--- src/rtl/int_arbiter.sv ---
// int_arbiter: prioritised interrupt arbiter with a vectored CPU handshake.
// Flow: IDLE -> (INTack) GRANT -> (VECread) CLEAR -> HOLD -> IDLE.
// A GRANT that waits too long for VECread goes to HOLD and pulses TOerr.
// Optional feature macro: INT_ARBITER_NMI_EN adds the NMIreq input and an
// edge-triggered NMI that outranks every maskable source and ignores GIE.
`timescale 1ns/1ps
module int_arbiter #(
  parameter int                   SRC_COUNT    = 8,
  parameter logic [15:0]          VEC_TOP      = 16'hFFFC,
  parameter logic [SRC_COUNT-1:0] AUTOCLR_MASK = {SRC_COUNT{1'b0}},
  parameter int                   TIMEOUT      = 15
) (
  input  logic                 MCLK,
  input  logic                 RSTn,
  input  logic [SRC_COUNT-1:0] INTreq,
  input  logic                 GIE,
  input  logic                 INTack,
  input  logic                 VECread,
`ifdef INT_ARBITER_NMI_EN
  input  logic                 NMIreq,
`endif
  output logic                 IRQ,
  output logic                 VECvalid,
  output logic [15:0]          VECaddr,
  output logic [3:0]           INTidx,
  output logic [SRC_COUNT-1:0] INTclr,
  output logic                 TOerr
);

  typedef enum logic [1:0] {
    ST_IDLE  = 2'd0,
    ST_GRANT = 2'd1,
    ST_CLEAR = 2'd2,
    ST_HOLD  = 2'd3
  } state_t;

  localparam logic [3:0] TIMEOUT_C = 4'(TIMEOUT);
  localparam logic [3:0] NMI_IDX   = 4'hF;

  state_t               state_q, state_d;
  logic [3:0]           intidx_q, intidx_d;
  logic [3:0]           cnt_q, cnt_d;
  logic                 vecvalid_q, vecvalid_d;
  logic [15:0]          vecaddr_q, vecaddr_d;
  logic [SRC_COUNT-1:0] intclr_q, intclr_d;
  logic                 toerr_q, toerr_d;

  logic [3:0]           pick_s;
  logic                 nmi_pend_s;
  logic                 irq_s;

  // Vector slot for a granted index: sources sit just below VEC_TOP, the
  // highest index closest to it; only the NMI index maps onto VEC_TOP.
  function automatic logic [15:0] vec_addr(input logic [3:0] idx);
    logic [15:0] offset;
    offset = (16'(SRC_COUNT) - {12'h000, idx}) << 1;
`ifdef INT_ARBITER_NMI_EN
    if (idx == NMI_IDX) begin
      return VEC_TOP;
    end else begin
      return VEC_TOP - offset;
    end
`else
    return VEC_TOP - offset;
`endif
  endfunction

  // Flag-clear strobe for a granted index, limited to auto-clear sources.
  function automatic logic [SRC_COUNT-1:0] clr_onehot(input logic [3:0] idx);
    logic [SRC_COUNT-1:0] mask;
    mask = {SRC_COUNT{1'b0}};
    for (int i = 0; i < SRC_COUNT; i++) begin
      if (idx == 4'(i)) begin
        mask[i] = AUTOCLR_MASK[i];
      end else begin
        mask[i] = 1'b0;
      end
    end
    return mask;
  endfunction

`ifdef INT_ARBITER_NMI_EN
  logic nmi_pend_q, nmi_pend_d;
  logic nmi_prev_q, nmi_prev_d;

  // NMI pending flag: set on an NMIreq rising edge, cleared once the NMI
  // grant reaches CLEAR; a new edge in that same cycle wins.
  always_comb begin
    nmi_prev_d = NMIreq;
    nmi_pend_d = nmi_pend_q;
    if (NMIreq && !nmi_prev_q) begin
      nmi_pend_d = 1'b1;
    end else if (state_q == ST_CLEAR && intidx_q == NMI_IDX) begin
      nmi_pend_d = 1'b0;
    end else begin
      nmi_pend_d = nmi_pend_q;
    end
  end

  // NMI edge detector and pending flag registers.
  always_ff @(posedge MCLK or negedge RSTn) begin
    if (!RSTn) begin
      nmi_pend_q <= 1'b0;
      nmi_prev_q <= 1'b0;
    end else begin
      nmi_pend_q <= nmi_pend_d;
      nmi_prev_q <= nmi_prev_d;
    end
  end

  assign nmi_pend_s = nmi_pend_q;
`else
  assign nmi_pend_s = 1'b0;
`endif

  // Priority pick: highest set request index, overridden by a pending NMI.
  always_comb begin
    pick_s = 4'h0;
    for (int i = 0; i < SRC_COUNT; i++) begin
      if (INTreq[i]) begin
        pick_s = 4'(i);
      end else begin
        pick_s = pick_s;
      end
    end
    if (nmi_pend_s) begin
      pick_s = NMI_IDX;
    end else begin
      pick_s = pick_s;
    end
  end

  // IRQ is raised only in IDLE, and is forced low while reset is held.
  assign irq_s = RSTn && (state_q == ST_IDLE) && ((GIE && |INTreq) || nmi_pend_s);

  // Next-state and registered-output logic of the handshake FSM.
  always_comb begin
    state_d    = state_q;
    intidx_d   = intidx_q;
    cnt_d      = cnt_q;
    vecvalid_d = 1'b0;
    vecaddr_d  = 16'h0000;
    intclr_d   = {SRC_COUNT{1'b0}};
    toerr_d    = 1'b0;
    case (state_q)
      ST_IDLE: begin
        if (INTack && irq_s) begin
          state_d    = ST_GRANT;
          intidx_d   = pick_s;
          cnt_d      = 4'h0;
          vecvalid_d = 1'b1;
          vecaddr_d  = vec_addr(pick_s);
        end else begin
          state_d = ST_IDLE;
        end
      end
      ST_GRANT: begin
        cnt_d = cnt_q + 4'h1;
        if (VECread) begin
          state_d  = ST_CLEAR;
          intclr_d = clr_onehot(intidx_q);
        end else if (cnt_q + 4'h1 == TIMEOUT_C) begin
          state_d = ST_HOLD;
          toerr_d = 1'b1;
        end else begin
          state_d    = ST_GRANT;
          vecvalid_d = 1'b1;
          vecaddr_d  = vecaddr_q;
        end
      end
      ST_CLEAR: begin
        state_d = ST_HOLD;
      end
      ST_HOLD: begin
        state_d = ST_IDLE;
      end
      default: begin
        state_d = ST_IDLE;
      end
    endcase
  end

  // FSM state and registered outputs; reset forces IDLE with outputs low.
  always_ff @(posedge MCLK or negedge RSTn) begin
    if (!RSTn) begin
      state_q    <= ST_IDLE;
      intidx_q   <= 4'h0;
      cnt_q      <= 4'h0;
      vecvalid_q <= 1'b0;
      vecaddr_q  <= 16'h0000;
      intclr_q   <= {SRC_COUNT{1'b0}};
      toerr_q    <= 1'b0;
    end else begin
      state_q    <= state_d;
      intidx_q   <= intidx_d;
      cnt_q      <= cnt_d;
      vecvalid_q <= vecvalid_d;
      vecaddr_q  <= vecaddr_d;
      intclr_q   <= intclr_d;
      toerr_q    <= toerr_d;
    end
  end

  assign IRQ      = irq_s;
  assign VECvalid = vecvalid_q;
  assign VECaddr  = vecaddr_q;
  assign INTidx   = intidx_q;
  assign INTclr   = intclr_q;
  assign TOerr    = toerr_q;

endmodule

--- config.mk ---
export PLATFORM = sky130hd
export DESIGN_NAME = int_arbiter
export DESIGN_NICKNAME = d
export VERILOG_FILES = /design/src/rtl/int_arbiter.sv
export SDC_FILE = /design/constraint.sdc
export NUM_CORES = 1
export LEC_CHECK = 0
export BUFFER_PORTS_ARGS = -buffer_cell sky130_fd_sc_hd__buf_4
export CAP_MARGIN = 20
export CORE_MARGIN = 4
export CORE_UTILIZATION = 51
export DETAILED_ROUTE_END_ITERATION = 10
export PLACE_DENSITY = 0.84
export SYNTH_ARGS = -nofsm -noshare
export SYNTH_HDL_FRONTEND = slang
export SYNTH_SLANG_ARGS = --single-unit
--- constraint.sdc ---
create_clock -name MCLK -period 4.9 [get_ports MCLK]
set_clock_uncertainty 0.2 [all_clocks]
set_input_delay 0.245 -clock MCLK [delete_from_list [all_inputs] [get_ports MCLK]]
set_output_delay 0.245 -clock MCLK [all_outputs]
set_load 0.02 [all_outputs]
==> impl_metrics.csv, run 1 <==
group,metric,value,unit
pwr,leakage,0.675,nW
pwr,vdd_drop_max,0.000245,V
global_routing,track_usage,16.3,%
floorplanning,die_w,53.9,um
floorplanning,die-area,2900,um2
worst_setup_path,path_max_fanout,18,
place,portBuffers,33,
clock_network,cts_root_buf,"clkbuf_4",
layout,drive_gt1_share,30.2,%
synthesis,synth_seq_cells,17,
detailed_routing,vias,856,
sta,period_needed,2.03,ns
place,placed_cells,160,
worst_setup_path,start_kind,"input pin",
floorplanning,die_h,53.9,um
detailed_routing,drcViolationCount,0,
global_routing,grt-ovfl-total,0,
layout,fin_cells,166,
global_routing,antenna_found_initial,0,
floorplanning,io_pins,44,
worst_setup_path,critPathKind,"input pin to output port",
global_routing,grt_max_degree,19,
sta,rsz0062_at_grt,"false",
place,routabilityCongestion,0.765,
sta,setup_tns,0,ns
worst_setup_path,critical-path-slowest-cell,"dlygate4sd3_1",
place,dpl.hpwl,1.69,mm
synthesis,postSynthCellCount,112,
synthesis,syn_area,1070,um2
worst_setup_path,slowest_delay,0.53,ns
global_routing,grt_pass1_wl,3.37,mm
sta,hold_violations,0,
detailed_routing,first_iter_violations,17,
worst_setup_path,cp.arrival,1.58,ns
synthesis,ys_seq_area_share,39.7,%
layout,finalNetCount,157,
layout,final_util,64.6,%
clock_network,clk_latency,0.30,ns
global_routing,grt_pass1_vias,762,
worst_setup_path,crit_chain,"dlygate4sd3_1, buf_4, nand4bb_1, a31oi_1, buf_4",
clock_network,cts_made_buffers,3,
detailed_routing,postRouteAntennaNets,0,
detailed_routing,wl_per_cell,12.7,um
clock_network,cts_tree,"yes",
detailed_routing,drt_first_pass_iters,4,
flow_run,drv_cap,0,
detailed_routing,vias_per_cell,5.16,
clock_network,cts_sinks,17,
sta,fmax,494,MHz
sta,drv_slew,0,
layout,antennaDiodeCount,0,
detailed_routing,drt_wl_total,2.10,mm
sta,period_share,41.3,%
worst_setup_path,cp-end-kind,"output port",
worst_hold_path,hp-class,"input pin to flip-flop",
clock_network,clkTransAtPathRegs,0.10,ns
floorplanning,fp-row-count,16,
status,outcome,"completed",
worst_setup_path,critical_path_required,4.45,ns
synthesis,synth_cell_type_count,32,
worst_setup_path,crit_top_cell,"buf_4",
synthesis,synth_warnings,0,
floorplanning,core,1980,um2
clock_network,cts.path.max_buffers,2,
clock_network,cts_max_level,1,
clock_network,cts_setup_buffers,0,
synthesis,synth.avg_cell_area,9.57,um2
floorplanning,start_util,54.1,%
sta,finalSetupViolations,0,
pwr,power_density,400,nW/um2
layout,syn2layout_area_growth,19.5,%
==> registers in the layout, indices dropped and copies added, names as in the netlist, named ones only <==
signal    flops
VECaddr       6
cnt_q         4
state_q       1
VECvalid      1
TOerr         1
INTidx        3
==> logic make-up after synthesis <==
kind of cell               synth area share (%)
and+or+nand+nor                            18.2
buffers and inverters                      16.5
AOI/OAI and AO/OA                          18.2
DFF                                        39.7
adders and majority gates                  4.67
xor gates and xnor gates                   2.45
other                                     0.350
==> area by class of cell <==
cell class,count,area [um2]
clock buffers,3,22.5
clock inverters,1,5.00
fillers,180,701
inverters,6,22.5
multi-input cells,77,504
flip-flops and latches,17,425
well taps,27,33.8
repair buffers,35,268
==> through the flow <==
stage	area, um2	setup WS [ns]	hold slack [ns]	power (mW)
final	1280	2.87	0.106	0.513
after global routing	1280	2.69	0.125	0.557
after CTS	1280	2.84	0.0956	0.520
after detailed placement	1230	2.62	-0.0760	0.438
after global placement	1230	2.70	-0.0800	0.430
after floorplan	1110	2.89	-0.251	0.372
==> layout by cell type (no fill, tap or decap) <==
| master | n |
|---|---|
| or2_2 | 1 |
| dlygate4sd3_1 | 2 |
| conb_1 | 10 |
| clkinv_2 | 1 |
| nor2b_1 | 3 |
| a2bb2oi_1 | 1 |
| inv_1 | 6 |
| nor4b_1 | 1 |
| nor3_1 | 3 |
| a21boi_0 | 1 |
| and3b_1 | 1 |
| nand4bb_1 | 1 |
| a311o_2 | 1 |
| nand3_1 | 5 |
| clkbuf_4 | 3 |
| or3_1 | 1 |
| a32o_1 | 2 |
| a311o_1 | 1 |
| a31oi_1 | 1 |
| o211ai_1 | 3 |
| nor2_1 | 5 |
| o21ai_0 | 10 |
| dfrtp_1 | 17 |
| nand2_1 | 8 |
| o211a_1 | 1 |
| nor4_4 | 1 |
| buf_4 | 33 |
| a21o_1 | 1 |
| a221oi_2 | 1 |
| nand2b_1 | 3 |
| nor2_2 | 1 |
| xor2_1 | 3 |
| o2bb2ai_1 | 3 |
| ha_1 | 4 |
==> critical path, delay by kind of cell <==
| family | cells | cell delay, ns |
|---|---|---|
| buffers and inverters | 3 | 0.94 |
| AND/OR/NAND/NOR | 1 | 0.19 |
| AO/OA/AOI/OAI | 1 | 0.20 |
==> worst paths after layout <==
path	startpoint	endpoint	slack [ns]	cells past startpoint
hold / removal	INTreq[6]	INTidx[2]$_DFFE_PN0P_	0.11	3
setup / recovery	RSTn	IRQ	2.87	5
max in group asynchronous	RSTn	VECaddr[14]$_DFFE_PN0N_	4.19	2
hold reg to reg	INTidx[0]$_DFFE_PN0P_	INTidx[0]$_DFFE_PN0P_	0.30	2
min in group asynchronous	RSTn	state_q[0]$_DFF_PN0_	0.13	2
setup reg to reg	cnt_q[0]$_DFFE_PN0P_	VECaddr[4]$_DFFE_PN0N_	3.03	5
==> per-layer routing <==
| layer | global-route usage, % | vias up | wire (um) |
|---|---|---|---|
| met2 | 26.6 | 37 | 1030 |
| li1 | - | 421 | - |
| met5 | 0 | - | 0 |
| met3 | 3.60 | 4 | 193 |
| met4 | 6.38 | 0 | 43 |
| met1 | 20.8 | 394 | 835 |
==> cells in the mapped netlist, drive strengths merged <==
library cell | n | share of area [%]
a21boi | 1 | 0.70
a21o | 1 | 0.70
a221oi | 1 | 1.4
a2bb2oi | 1 | 0.82
a311o | 2 | 2.0
a31oi | 1 | 0.58
a32o | 2 | 1.9
and3b | 1 | 0.82
buf | 20 | 14
clkbuf | 1 | 0.35
conb | 1 | 0.35
dfrtp | 17 | 40
ha | 4 | 4.7
inv | 6 | 2.1
nand2 | 8 | 2.8
nand2b | 3 | 1.8
nand3 | 5 | 2.3
nand4bb | 1 | 1.1
nor2 | 6 | 2.3
nor2b | 3 | 1.8
nor3 | 3 | 1.4
nor4 | 1 | 2.0
nor4b | 1 | 0.82
o211a | 1 | 0.93
o211ai | 3 | 2.1
o21ai | 10 | 4.7
o2bb2ai | 3 | 2.5
or2 | 1 | 0.58
or3 | 1 | 0.58
xor2 | 3 | 2.5
==> report_power, final <==
group | internal [mW] | switching, mW | total, mW
Combinational | 0.0939 | 0.126 | 0.220
Sequential | 0.180 | 0.0339 | 0.214
Clock | 0.0305 | 0.0488 | 0.0792
Total | 0.304 | 0.209 | 0.513
==> what timing repair did <==
item / CTS / global route
endpoints found under the hold margin: 19 / 0
resized for setup: 0 / 0
hold buffers: 2 / 0
(Power assumes the default switching activity.)
==> inputs of run 2 (changes only) <==
--- a/config.mk
+++ b/config.mk
@@ -8,9 +8,9 @@
 export BUFFER_PORTS_ARGS = -buffer_cell sky130_fd_sc_hd__buf_4
 export CAP_MARGIN = 20
 export CORE_MARGIN = 4
-export CORE_UTILIZATION = 51
+export CORE_UTILIZATION = 43
 export DETAILED_ROUTE_END_ITERATION = 10
-export PLACE_DENSITY = 0.84
+export PLACE_DENSITY = 0.75
 export SYNTH_ARGS = -nofsm -noshare
 export SYNTH_HDL_FRONTEND = slang
 export SYNTH_SLANG_ARGS = --single-unit
==> constraint.sdc (replaced) <==
create_clock -name MCLK -period 1.81 [get_ports MCLK]
set_clock_uncertainty 0.2 [all_clocks]
set_input_delay 0.0905 -clock MCLK [delete_from_list [all_inputs] [get_ports MCLK]]
set_output_delay 0.0905 -clock MCLK [all_outputs]
set_load 0.02 [all_outputs]
==> run 2 against run 1 <==
Worst setup slack worse by 2.8 ns. First-iteration DRC count fell by 29%. Die area grew 16%. Cell area increased by 15%. Core utilization shrank 0.70 points. Sequential cell count unchanged. Routed wire length is 12% higher. Non-clock buffer count up 17. Via count grew 8.2%. Total power rose to 3.0 times the previous value. Critical path type is now flip-flop to flip-flop. Largest cell class unchanged. Largest power group unchanged.
==> impl_metrics.csv, run 2 (synthesis results as in run 1) <==
group,metric,value,unit
layout,drive_gt1_share,41.7,%
global_routing,grt_pass1_vias,932,
pwr,intPower,0.929,mW
layout,final_common_cell,"buf_4",
clock_network,cts_tree,"yes",
pwr,seq_power_share,36.1,%
layout,nFillCells,193,
layout,mostFrequentLayoutCells,"49 x buf_4, 17 x dfrtp_1, 10 x o21ai_0, 10 x conb_1, 8 x nand2_1",
sta,fmax,583,MHz
global_routing,grt_max_degree,18,
worst_setup_path,start_kind,"flip-flop",
pwr,p_sw,0.604,mW
layout,multiInputGateArea,551,um2
pwr,leakage,0.771,nW
detailed_routing,drcViolationCount,0,
worst_setup_path,path_max_fanout,6,
layout,antennaDiodeCount,0,
pwr,pwr-share-comb,49.8,%
clock_network,cts_max_level,1,
floorplanning,core,2300,um2
worst_setup_path,cp.arrival,1.77,ns
worst_setup_path,startpoint,"cnt_q[0]$_DFFE_PN0P_",
place,dpl.hpwl,1.87,mm
pwr,clockPowerShare,14.1,%
layout,seq_area,425,um2
worst_setup_path,crit_path_end,"VECaddr[4]$_DFFE_PN0N_",
pwr,vdd_drop_max,0.000584,V
detailed_routing,postRouteAntennaNets,0,
clock_network,cts_made_buffers,3,
global_routing,grt-ovfl-total,0,
worst_setup_path,critPathKind,"flip-flop to flip-flop",
clock_network,clk_latency,0.30,ns
layout,finalNetCount,174,
flow_run,drv_cap,0,
floorplanning,io_pins,44,
floorplanning,fp-row-count,17,
worst_setup_path,r2r_setup_slack,0.09,ns
global_routing,grt_pass1_wl,3.91,mm
worst_hold_path,whs_path_depth,3,
floorplanning,die_w,57.9,um
layout,largest_reg_flops,6,
worst_setup_path,reg2reg_from,"cnt_q[0]$_DFFE_PN0P_",
pwr,finalPower,1.53,mW
pwr,power_density,1040,nW/um2
sta,period_needed,1.72,ns
detailed_routing,drt_wl_total,2.35,mm
sta,finalSetupViolations,0,
floorplanning,die_h,57.9,um
worst_hold_path,hp-class,"input pin to flip-flop",
sta,period_share,94.8,%
worst_setup_path,r2r-end,"VECaddr[4]$_DFFE_PN0N_",
worst_setup_path,r2r_cells,5,
clock_network,clkTransAtPathRegs,0.11,ns
place,routabilityCongestion,0.794,
place,placed_area,1410,um2
place,place_ws,-0.0952,ns
sta,finalWorstSetupSlack,0.0946,ns
worst_setup_path,cp-end-kind,"flip-flop",
clock_network,cts_setup_buffers,0,
detailed_routing,wl_per_cell,12.8,um
sta,rsz0062_at_grt,"false",
detailed_routing,vias,926,
detailed_routing,vias_per_cell,5.03,
global_routing,antenna_found_initial,0,
floorplanning,die-area,3360,um2
detailed_routing,drt_first_pass_iters,4,
place,portBuffers,33,
global_routing,track_usage,15.4,%
clock_network,cts_sinks,17,
status,outcome,"completed",
detailed_routing,first_iter_violations,12,
pwr,switching_share,39.4,%
sta,hold_violations,0,
clock_network,cts_root_buf,"clkbuf_4",
floorplanning,start_util,46.7,%
layout,syn2layout_area_growth,37.0,%
layout,finalInstanceArea,1470,um2
sta,drv_slew,0,
worst_setup_path,critical_path_required,1.86,ns
clock_network,cts.path.max_buffers,2,
==> run 2: cell types whose count changed in the layout (fill, tap and decap cells not counted), sizes merged <==
cell	delta
buf	+17
==> run 2: worst max-delay path, stage by stage (launching register included) <==
cell     delay (ns)
dfrtp_1        0.41
ha_1           0.22
nor2b_1        0.15
a311o_1        0.36
nor2_4         0.19
a32o_1         0.15
==> run 2: layout make-up <==
class                           instances  area share (%)
Multi-Input combinational cell         77            37.5
Sequential cell                        17            29.0
Timing Repair Buffer                   52            27.8
Tap cell                               28            2.39
Clock buffer                            3            1.53
Inverter                                6            1.53
Clock inverter                          1           0.341
==> run 2: layer usage <==
metal  share of wire (%)  global-route usage [%]
met1                  40                    16.8
met2                  50                    27.1
met5                   0                       0
met3                 7.2                    2.45
met4                 3.0                    10.3
==> run 2: stage by stage <==
step / util, % / setup TNS (ns) / instances / hold slack [ns]
CTS: 63.6 / 0 / 184 / 0.00897
global placement: 61.5 / -0.0510 / 178 / -0.139
global route: 63.9 / 0 / 184 / 0.0490
floorplan: - / 0 / 121 / -0.405
finish: 63.9 / 0 / 184 / 0.00695
detailed placement: 61.5 / -0.126 / 178 / -0.137
==> run 2: power groups by stage <==
stage          registers [mW]  clock network, mW  logic [mW]
6_report                0.554              0.216       0.764
5_1_grt                 0.571              0.238       0.839
4_1_cts                 0.556              0.222       0.756
3_5_place_dp            0.563                  0       0.751
3_3_place_gp            0.560                  0       0.733
2_1_floorplan           0.638                  0       0.377
==> run 2: worst min-delay path by stage <==
stage               startpoint                endpoint  slack [ns]
floorplan                 RSTn   INTidx[0]$_DFFE_PN0P_       -0.41
detailed placement        RSTn    state_q[0]$_DFF_PN0_       -0.14
global route         INTreq[7]  VECaddr[2]$_DFFE_PN0N_        0.05
finish               INTreq[7]  VECaddr[2]$_DFFE_PN0N_       0.007
CTS                  INTreq[7]  VECaddr[2]$_DFFE_PN0N_       0.009
global placement          RSTn               async pin       -0.14
==> run 2: timing repair <==
| item | CTS | global route |
|---|---|---|
| hold endpoints to repair | 21 | 0 |
| setup endpoints to repair | 0 | 7 |
| hold buffers | 2 | 0 |
| gates resized for setup | 0 | 2 |
